<file path="src/rtl/dff_arb_pkg.sv">
// Shared types and helpers for the round-robin arbiter in front of the dff capture register.
package dff_arb_pkg;

  // Widest requester vector the onehot helper can produce.
  localparam int MAX_REQ = 32;

  typedef enum logic [0:0] {
    IDLE = 1'b0,
    HOLD = 1'b1
  } arb_state_e;

  // One-hot vector with bit idx set. The caller narrows the result to N_REQ bits.
  function automatic logic [MAX_REQ-1:0] onehot(input logic [4:0] idx);
    return 32'd1 << idx;
  endfunction

endpackage

</file>
<file path="src/rtl/rr_pick.sv">
// Combinational round-robin pick: the first asserted request at or after ptr, wrapping.
import dff_arb_pkg::*;

module rr_pick #(
  parameter int N_REQ = 4
) (
  input  logic [N_REQ-1:0]         req,
  input  logic [$clog2(N_REQ)-1:0] ptr,
  output logic                     any,
  output logic [$clog2(N_REQ)-1:0] winner
);

  localparam int IDX_W = $clog2(N_REQ);

  int unsigned cand_s;

  // Scan offsets from the farthest to the nearest so the nearest asserted request wins.
  always_comb begin
    any    = 1'b0;
    winner = ptr;
    cand_s = 32'd0;
    for (int i = N_REQ - 1; i >= 0; i--) begin
      cand_s = 32'(ptr) + 32'(i);
      if (cand_s >= 32'(N_REQ)) begin
        cand_s = cand_s - 32'(N_REQ);
      end else begin
        cand_s = cand_s;
      end
      if (req[cand_s[IDX_W-1:0]]) begin
        any    = 1'b1;
        winner = cand_s[IDX_W-1:0];
      end else begin
        any    = any;
        winner = winner;
      end
    end
  end

endmodule

</file>
<file path="src/rtl/dff_rr_arbiter.sv">
// Round-robin arbiter that owns the shared capture register and holds each grant for a bounded time.
import dff_arb_pkg::*;

module dff_rr_arbiter #(
  parameter int N_REQ       = 4,
  parameter int DATA_W      = 8,
  parameter int HOLD_CYCLES = 3
) (
  input  logic                    i_clk,
  input  logic                    i_rst,
  input  logic [N_REQ-1:0]        i_req,
  input  logic [N_REQ*DATA_W-1:0] i_data,
  output logic [N_REQ-1:0]        o_gnt,
  output logic [DATA_W-1:0]       o_q,
  output logic                    o_q_valid,
  output logic                    o_busy
);

  localparam int IDX_W = $clog2(N_REQ);
  localparam int CNT_W = $clog2(HOLD_CYCLES + 1);

  arb_state_e          state_r;
  logic [IDX_W-1:0]    ptr_r;
  logic [IDX_W-1:0]    gnt_idx_r;
  logic [CNT_W-1:0]    cnt_r;
  logic [N_REQ-1:0]    gnt_r;
  logic [DATA_W-1:0]   q_r;
  logic                q_valid_r;
  logic                busy_r;

  logic                any_s;
  logic [IDX_W-1:0]    winner_s;
  logic [IDX_W-1:0]    ptr_next_s;
  logic [DATA_W-1:0]   lane_s;

  rr_pick #(
    .N_REQ (N_REQ)
  ) u_pick (
    .req    (i_req),
    .ptr    (ptr_r),
    .any    (any_s),
    .winner (winner_s)
  );

  // Winner's data lane and the pointer value after it; wrap is an explicit compare so any N_REQ works.
  always_comb begin
    lane_s = i_data[int'(winner_s)*DATA_W +: DATA_W];
    if (winner_s == IDX_W'(N_REQ - 1)) begin
      ptr_next_s = {IDX_W{1'b0}};
    end else begin
      ptr_next_s = winner_s + IDX_W'(1);
    end
  end

  // Arbitration FSM: capture on grant, hold for at most HOLD_CYCLES, release early if the owner drops.
  always_ff @(posedge i_clk) begin
    if (i_rst) begin
      state_r   <= IDLE;
      ptr_r     <= {IDX_W{1'b0}};
      gnt_idx_r <= {IDX_W{1'b0}};
      cnt_r     <= {CNT_W{1'b0}};
      gnt_r     <= {N_REQ{1'b0}};
      q_r       <= {DATA_W{1'b0}};
      q_valid_r <= 1'b0;
      busy_r    <= 1'b0;
    end else begin
      case (state_r)
        IDLE: begin
          q_valid_r <= 1'b0;
          if (any_s) begin
            gnt_r     <= N_REQ'(onehot(5'(winner_s)));
            gnt_idx_r <= winner_s;
            q_r       <= lane_s;
            q_valid_r <= 1'b1;
            busy_r    <= 1'b1;
            ptr_r     <= ptr_next_s;
            cnt_r     <= CNT_W'(HOLD_CYCLES - 1);
            state_r   <= HOLD;
          end
        end
        HOLD: begin
          q_valid_r <= 1'b0;
          if ((cnt_r == {CNT_W{1'b0}}) || !i_req[gnt_idx_r]) begin
            gnt_r   <= {N_REQ{1'b0}};
            busy_r  <= 1'b0;
            state_r <= IDLE;
          end else begin
            cnt_r <= cnt_r - CNT_W'(1);
          end
        end
        default: begin
          state_r   <= IDLE;
          gnt_r     <= {N_REQ{1'b0}};
          q_valid_r <= 1'b0;
          busy_r    <= 1'b0;
        end
      endcase
    end
  end

  assign o_gnt     = gnt_r;
  assign o_q       = q_r;
  assign o_q_valid = q_valid_r;
  assign o_busy    = busy_r;

endmodule

</file>
<file path="config.mk">
export PLATFORM = sky130hd
export DESIGN_NAME = dff_rr_arbiter
export DESIGN_NICKNAME = d
export VERILOG_FILES = /design/src/rtl/dff_arb_pkg.sv /design/src/rtl/rr_pick.sv /design/src/rtl/dff_rr_arbiter.sv
export SDC_FILE = /design/constraint.sdc
export NUM_CORES = 1
export LEC_CHECK = 0
export ABC_AREA = 1
export CORE_AREA = 2 2 79 43
export DETAILED_ROUTE_END_ITERATION = 8
export DIE_AREA = 0 0 81 45
export DONT_BUFFER_PORTS = 1
export HOLD_SLACK_MARGIN = 0.08
export PLACE_DENSITY = 0.73
export SYNTH_ARGS = -nofsm -noshare
export SYNTH_HDL_FRONTEND = slang
export SYNTH_SLANG_ARGS = --single-unit
</file>
<file path="constraint.sdc">
create_clock -name i_clk -period 4.7 [get_ports i_clk]
set_input_delay 0.94 -clock i_clk [delete_from_list [all_inputs] [get_ports i_clk]]
set_output_delay 0.94 -clock i_clk [all_outputs]
set_load 0.02 [all_outputs]
</file>
### Word-level counts from Yosys, hierarchy flattened

Index checks and enable logic that the tools add are counted.

* equality and inequality tests: 4
* shift operators: 2
* $add $sub $neg: 9
* order comparisons: 9
* reductions and logical operators: 6
* bitwise operators: 1
* mux-type cells: 36

Operators with widths (number)
* 32-bit by 6-bit indexed part select with 8-bit output: 1
* 2-bit two-way mux: 11
* 2-bit by 3-bit less-than comparator with 1-bit output, second input constant: 5
* 1-bit two-way mux: 13
* 1-bit binary-select mux with 2-bit select: 5
* 2-bit by 1-bit subtractor with 2-bit output, second input constant: 5
* 3-bit >= comparator, second input constant: 3
* 4-bit two-way mux: 2
* 4-bit one-hot mux with 2 select lines: 1
* 2-bit by 2-bit adder with 3-bit output, second input constant: 2
* 1-bit one-hot mux with 2 select lines: 3
* 2-bit AND reduction: 3
* 2-bit inequality test, second input constant: 2
* 2-bit one-hot mux with 2 select lines: 1
* 1-bit by 2-bit left shift with 4-bit output, first input constant: 1
* 2-bit by 1-bit adder with 3-bit output, second input constant: 1
* 2-bit by 3-bit >= comparator with 1-bit output, second input constant: 1
* 2-bit by 1-bit adder with 2-bit output, second input constant: 1
* 2-bit equality test, second input constant: 1
* 2-bit logical NOT: 1
* 2-bit by 1-bit inequality test with 1-bit output, second input constant: 1
* 1-bit logical NOT: 1
* 1-bit logical OR: 1
* 1-bit NOT: 1

* output and inout bits: 14
* input port bits: 38
* word-level logic and storage cells: 75
* flip-flop bits (word level): 21

### Depth between registers and ports, before layout

* word-level depth: 12
* gate-level depth with buffers: 16
* mapped depth without buffers: 14

### Modules after synthesis

A second synthesis with hierarchy kept.

* cell total of the unflattened synthesis: 216
* area total of the unflattened synthesis: 1377.6 um^2

By module, submodules not included
* dff_rr_arbiter: area each 1143.6 um^2, sequential area each 420.4 um^2, times used 1, cells an instance 163
* rr_pick: area each 234.0 um^2, sequential area each 0.0 um^2, times used 1, cells an instance 53

### Worst setup path after synthesis

Ideal clock, no wire load.

* path kind: input port to flip-flop
* start: input i_req[3]
* end: register ptr_r[1]
* stages: 13
* library setup time: 119 ps
* data arrival time: 2264 ps
* buffers on the path: 1
* slack: 2317 ps
* required time: 4581 ps
* cell sequence: inv_1 o21ai_1 nand2_1 nand2_2 nand2_2 nand2_4 nand2_2 nand2_4 nand2_8 buf_12 ha_1 o21ai_0 a21oi_1

* longest elaborated chain between the ends: 8
* elaborated cells between the ends (all ways): 20

RTL lines
* start, declared: RTL line dff_rr_arbiter.sv:11 `input logic [N_REQ-1:0] i_req,`
* 1-bit binary-select mux with 2-bit select: RTL line rr_pick.sv:29 `if (req[cand_s[IDX_W-1:0]]) begin`
* 1-bit two-way mux (implied by the code): RTL line rr_pick.sv:29
* 2-bit two-way mux (3 in series): RTL line rr_pick.sv:29
* 2-bit two-way mux (*): RTL line rr_pick.sv:29
* 2-bit by 1-bit adder with 2-bit output / 2-bit equality test (equally long branches): RTL line dff_rr_arbiter.sv:51, dff_rr_arbiter.sv:48
* 2-bit two-way mux (*): RTL line dff_rr_arbiter.sv:48 `if (winner_s == IDX_W'(N_REQ - 1)) begin`
* net ptr_next_s[1]: RTL line dff_rr_arbiter.sv:33 `logic [IDX_W-1:0] ptr_next_s;`
* end signal, assigned: RTL line dff_rr_arbiter.sv:59 `ptr_r <= {IDX_W{1'b0}};`
* end signal, assigned: RTL line dff_rr_arbiter.sv:76 `ptr_r <= ptr_next_s;`
* end, declared: RTL line dff_rr_arbiter.sv:23 `logic [IDX_W-1:0] ptr_r;`

Mark *: on every way through the listed nets, which the timed path passes. The rest lies on a longest branch. The select of a mux whose other input is x is not followed.
A chain may end at the register's enable or synchronous reset.

### Worst setup path in the final report

* start: register ptr_r[0]
* end: register ptr_r[1]

* longest elaborated chain between the ends: 11
* elaborated cells between the ends (all ways): 35

RTL lines
* 2-bit by 2-bit adder with 3-bit output: RTL line rr_pick.sv:23 `cand_s = 32'(ptr) + 32'(i);`
* 3-bit >= comparator / 2-bit by 1-bit subtractor with 2-bit output (equally long branches): RTL line rr_pick.sv:24, rr_pick.sv:25
* 2-bit two-way mux: RTL line rr_pick.sv:24 `if (cand_s >= 32'(N_REQ)) begin`
* 1-bit binary-select mux with 2-bit select: RTL line rr_pick.sv:29
* 1-bit two-way mux (implied by the code): RTL line rr_pick.sv:29
* 2-bit two-way mux (3 in series): RTL line rr_pick.sv:29
* 2-bit two-way mux (*): RTL line rr_pick.sv:29
* 2-bit by 1-bit adder with 2-bit output / 2-bit equality test (equally long branches): RTL line dff_rr_arbiter.sv:51, dff_rr_arbiter.sv:48
* 2-bit two-way mux (*): RTL line dff_rr_arbiter.sv:48
* net ptr_next_s[1]: RTL line dff_rr_arbiter.sv:33

Marked as above.

==> flow_summary.toml <==
[run_status]
status = "finished clean"

[route]
drtIter0Drc = 65
ant_nets = 0
detail_route.drc_violations = 0
viasPerCell = 5.44
dr.pass1.iters = 4
wirelength_um = 3130
via_count = 1311
wl_per_cell_um = 13.0

[finish]
area_growth_pct = 0.000279
drive_gt1_share_pct = 20.4
antenna_cells = 0
num-fill-cells = 313
fin_nets = 242
fin_cells = 241
final_core_util_pct = 49.4

[cts]
cts_resized = 0
clock_latency_ns = 0.26
root_buffer = "clkbuf_8"
clk_path_buf_depth = 2
clock-sinks = 21
cts_buffers = 3
post_cts_buffers = 0
tritoncts = "yes"
cts-htree-levels = 1
postCtsHoldBufs = 0
clk_pin_slew_worst_paths_ns = 0.07

[global_routing]
grtUsageTotal_pct = 18.1
grt_max_degree = 22
grt_pass1_wl_um = 5050
grt_pass1_vias = 1144
grt-ovfl-total = 0
grt_antenna_before_repair = 0

[synthesis]
synth_cells = 204
syn_area_per_cell_um2 = 7.03
synth_seq_cells = 21
ys_warn_count = 0
synthesis.area_mm2 = 0.00144
seq_area_frac_synth_pct = 29.3
mappedNetlistNets = 244
yosysUniqueCellTypes = 25

[sta]
fin_crit_ns = 2.28
tightest_slew_ns = 0.556
tns_ns = 0
setup_viol = 0
fin_crit_sh_pct = 48.6
rsz0062_at_grt = "false"
finalClockSkew_ns = 0.00202
final-max-slew-violation-count = 0
setup_ws_ns = 2.42
fmax_ghz = 0.438
hold_violations = 0
max_slew_margin_pct = 62.9

[die]
io_pins = 52
start_util_pct = 49.4
chipHeight_um = 45
coreArea_mm2 = 0.00291
dieArea_mm2 = 0.00365
die_w_um = 81
fp-row-count = 14

[setup_path]
required_ns = 4.85
reg2reg_depth = 12
setup.worst_path.start_class = "flip-flop"
rr_startpoint = "ptr_r[0]$_SDFFE_PP0P_"
cp.arrival_ns = 2.44
endpoint = "ptr_r[1]$_SDFFE_PP0P_"
startpoint = "ptr_r[0]$_SDFFE_PP0P_"
end_kind = "flip-flop"
cp_max_fo = 11
rr_endpoint = "ptr_r[1]$_SDFFE_PP0P_"
path_class = "reg -> reg"
reg2reg_slack_ns = 2.42

[power]
intPower_w = 0.000546
sw_frac_of_total_pct = 54.3
combPwrFrac_pct = 59.6
p_seq_share_pct = 30.6
p_switching_w = 0.000650
power_density_mw_per_mm2 = 833
ir_drop_uv = 308
finalPower_w = 0.00120
p_leak_nw = 0.651
clkPwrFrac_pct = 9.8

[placed_design]
pre_cts_slack_ns = 2.17
dp_cells = 237
place_hpwl_um = 2470
gp_congestion = 0.919
portBuffers = 0

[flow_run]
drv_cap = 0

[min_path]
hold_depth = 3
hp-start = "cnt_r[0]$_SDFFE_PP0P_"
hp-class = "reg -> reg"
## flip-flops by register name, indices dropped and copies added (netlist names)
signal	flops
o_q_valid	1
gnt_idx_r	2
cnt_r	2
ptr_r	2
o_busy	1
o_q	8
o_gnt	4
state_r	1
## worst min-delay path by stage
| stage | end | slack, ns |
|---|---|---|
| finish | cnt_r[0]$_SDFFE_PP0P_ | 0.53 |
| global route | cnt_r[0]$_SDFFE_PP0P_ | 0.58 |
| CTS | cnt_r[0]$_SDFFE_PP0P_ | 0.54 |
| floorplan | cnt_r[0]$_SDFFE_PP0P_ | 0.48 |
| detailed placement | cnt_r[0]$_SDFFE_PP0P_ | 0.52 |
| global placement | cnt_r[0]$_SDFFE_PP0P_ | 0.50 |
## power by group through the flow
stage	clock (W)	combinational, W	sequential (W)
floorplan	0	0.000689	0.000342
global placement	0	0.000691	0.000369
detailed placement	0	0.000710	0.000371
CTS	0.000121	0.000712	0.000367
global route	0.000128	0.000808	0.000373
finish	0.000117	0.000713	0.000366
## metal layers
layer  vias up  part of all wire [%]  track usage (%)  wire length, um
li1        665                     -                -                -
met1       595                    47             24.4             1480
met2        46                    44             28.8             1370
met3         5                   7.4             4.20              231
met4         0                   1.6             7.12               49
met5         -                     0                0                0
## per-stage QoR
step           hold slack, ns  cell area [um^2]
6_report                0.529              1440
5_1_grt                 0.577              1440
4_1_cts                 0.540              1440
3_5_place_dp            0.521              1390
3_3_place_gp            0.501              1390
2_1_floorplan           0.481              1440
## cell families after synthesis
| group | Yosys count | share of synthesized area (%) |
|---|---|---|
| flops | 21 | 29.3 |
| simple gates | 120 | 41.3 |
| buf+inv | 28 | 12.9 |
| fa+ha+maj | 2 | 1.74 |
| compound gates | 33 | 14.7 |
## final cells by class
type,count,area (um^2),area share [%]
inverter,20,82.6,5.75
clock buffer,4,45.0,3.14
timing repair buffer,1,7.51,0.523
tap,40,50.0,3.49
multi-input combinational,155,830,57.8
sequential,21,420,29.3
## critical path: stages, from the launching register on
cell     delay [ns]
dfxtp_1        0.68
inv_8          0.08
nand2_1        0.09
nand2_1        0.07
nand2_1        0.12
nand3_1        0.08
nand3_1        0.07
nand2_1        0.06
nand2_2        0.18
inv_1          0.22
ha_1           0.32
o21ai_0        0.16
a21oi_1        0.05
## layout by cell type, fill, tap and decap left out, drive strengths merged
| cell type | synthesis | layout |
|---|---|---|
| inv | 20 | 20 |
| o211ai | 1 | 1 |
| nor2 | 10 | 10 |
| dfxtp | 21 | 21 |
| a31oi | 1 | 1 |
| nand2 | 66 | 66 |
| o21ai | 15 | 15 |
| clkbuf | 0 | 4 |
| or2 | 1 | 1 |
| a21oi | 15 | 15 |
| nand3 | 43 | 43 |
| buf | 7 | 1 |
| a21o | 1 | 1 |
| ha | 2 | 2 |
## synthesized netlist by cell type
cell type | instances | area, um^2
nand2_1 | 47 | 176
nand3_1 | 42 | 210
dfxtp_1 | 21 | 420
nand2_2 | 16 | 100
inv_1 | 14 | 52.6
o21ai_0 | 12 | 60.1
a21oi_2 | 9 | 78.8
nor2_1 | 9 | 33.8
a21oi_1 | 6 | 30.0
buf_6 | 5 | 56.3
inv_2 | 5 | 18.8
o21ai_1 | 3 | 15.0
ha_1 | 2 | 25.0
nand2_4 | 2 | 22.5
a21o_1 | 1 | 7.51
a31oi_2 | 1 | 12.5
buf_12 | 1 | 20.0
buf_4 | 1 | 7.51
bufbuf_8 | 1 | 18.8
inv_8 | 1 | 11.3
nand2_8 | 1 | 20.0
nand3_4 | 1 | 17.5
nor2_2 | 1 | 6.26
o211ai_1 | 1 | 7.51
or2_1 | 1 | 6.26
Power figures use the tool's default switching activity.
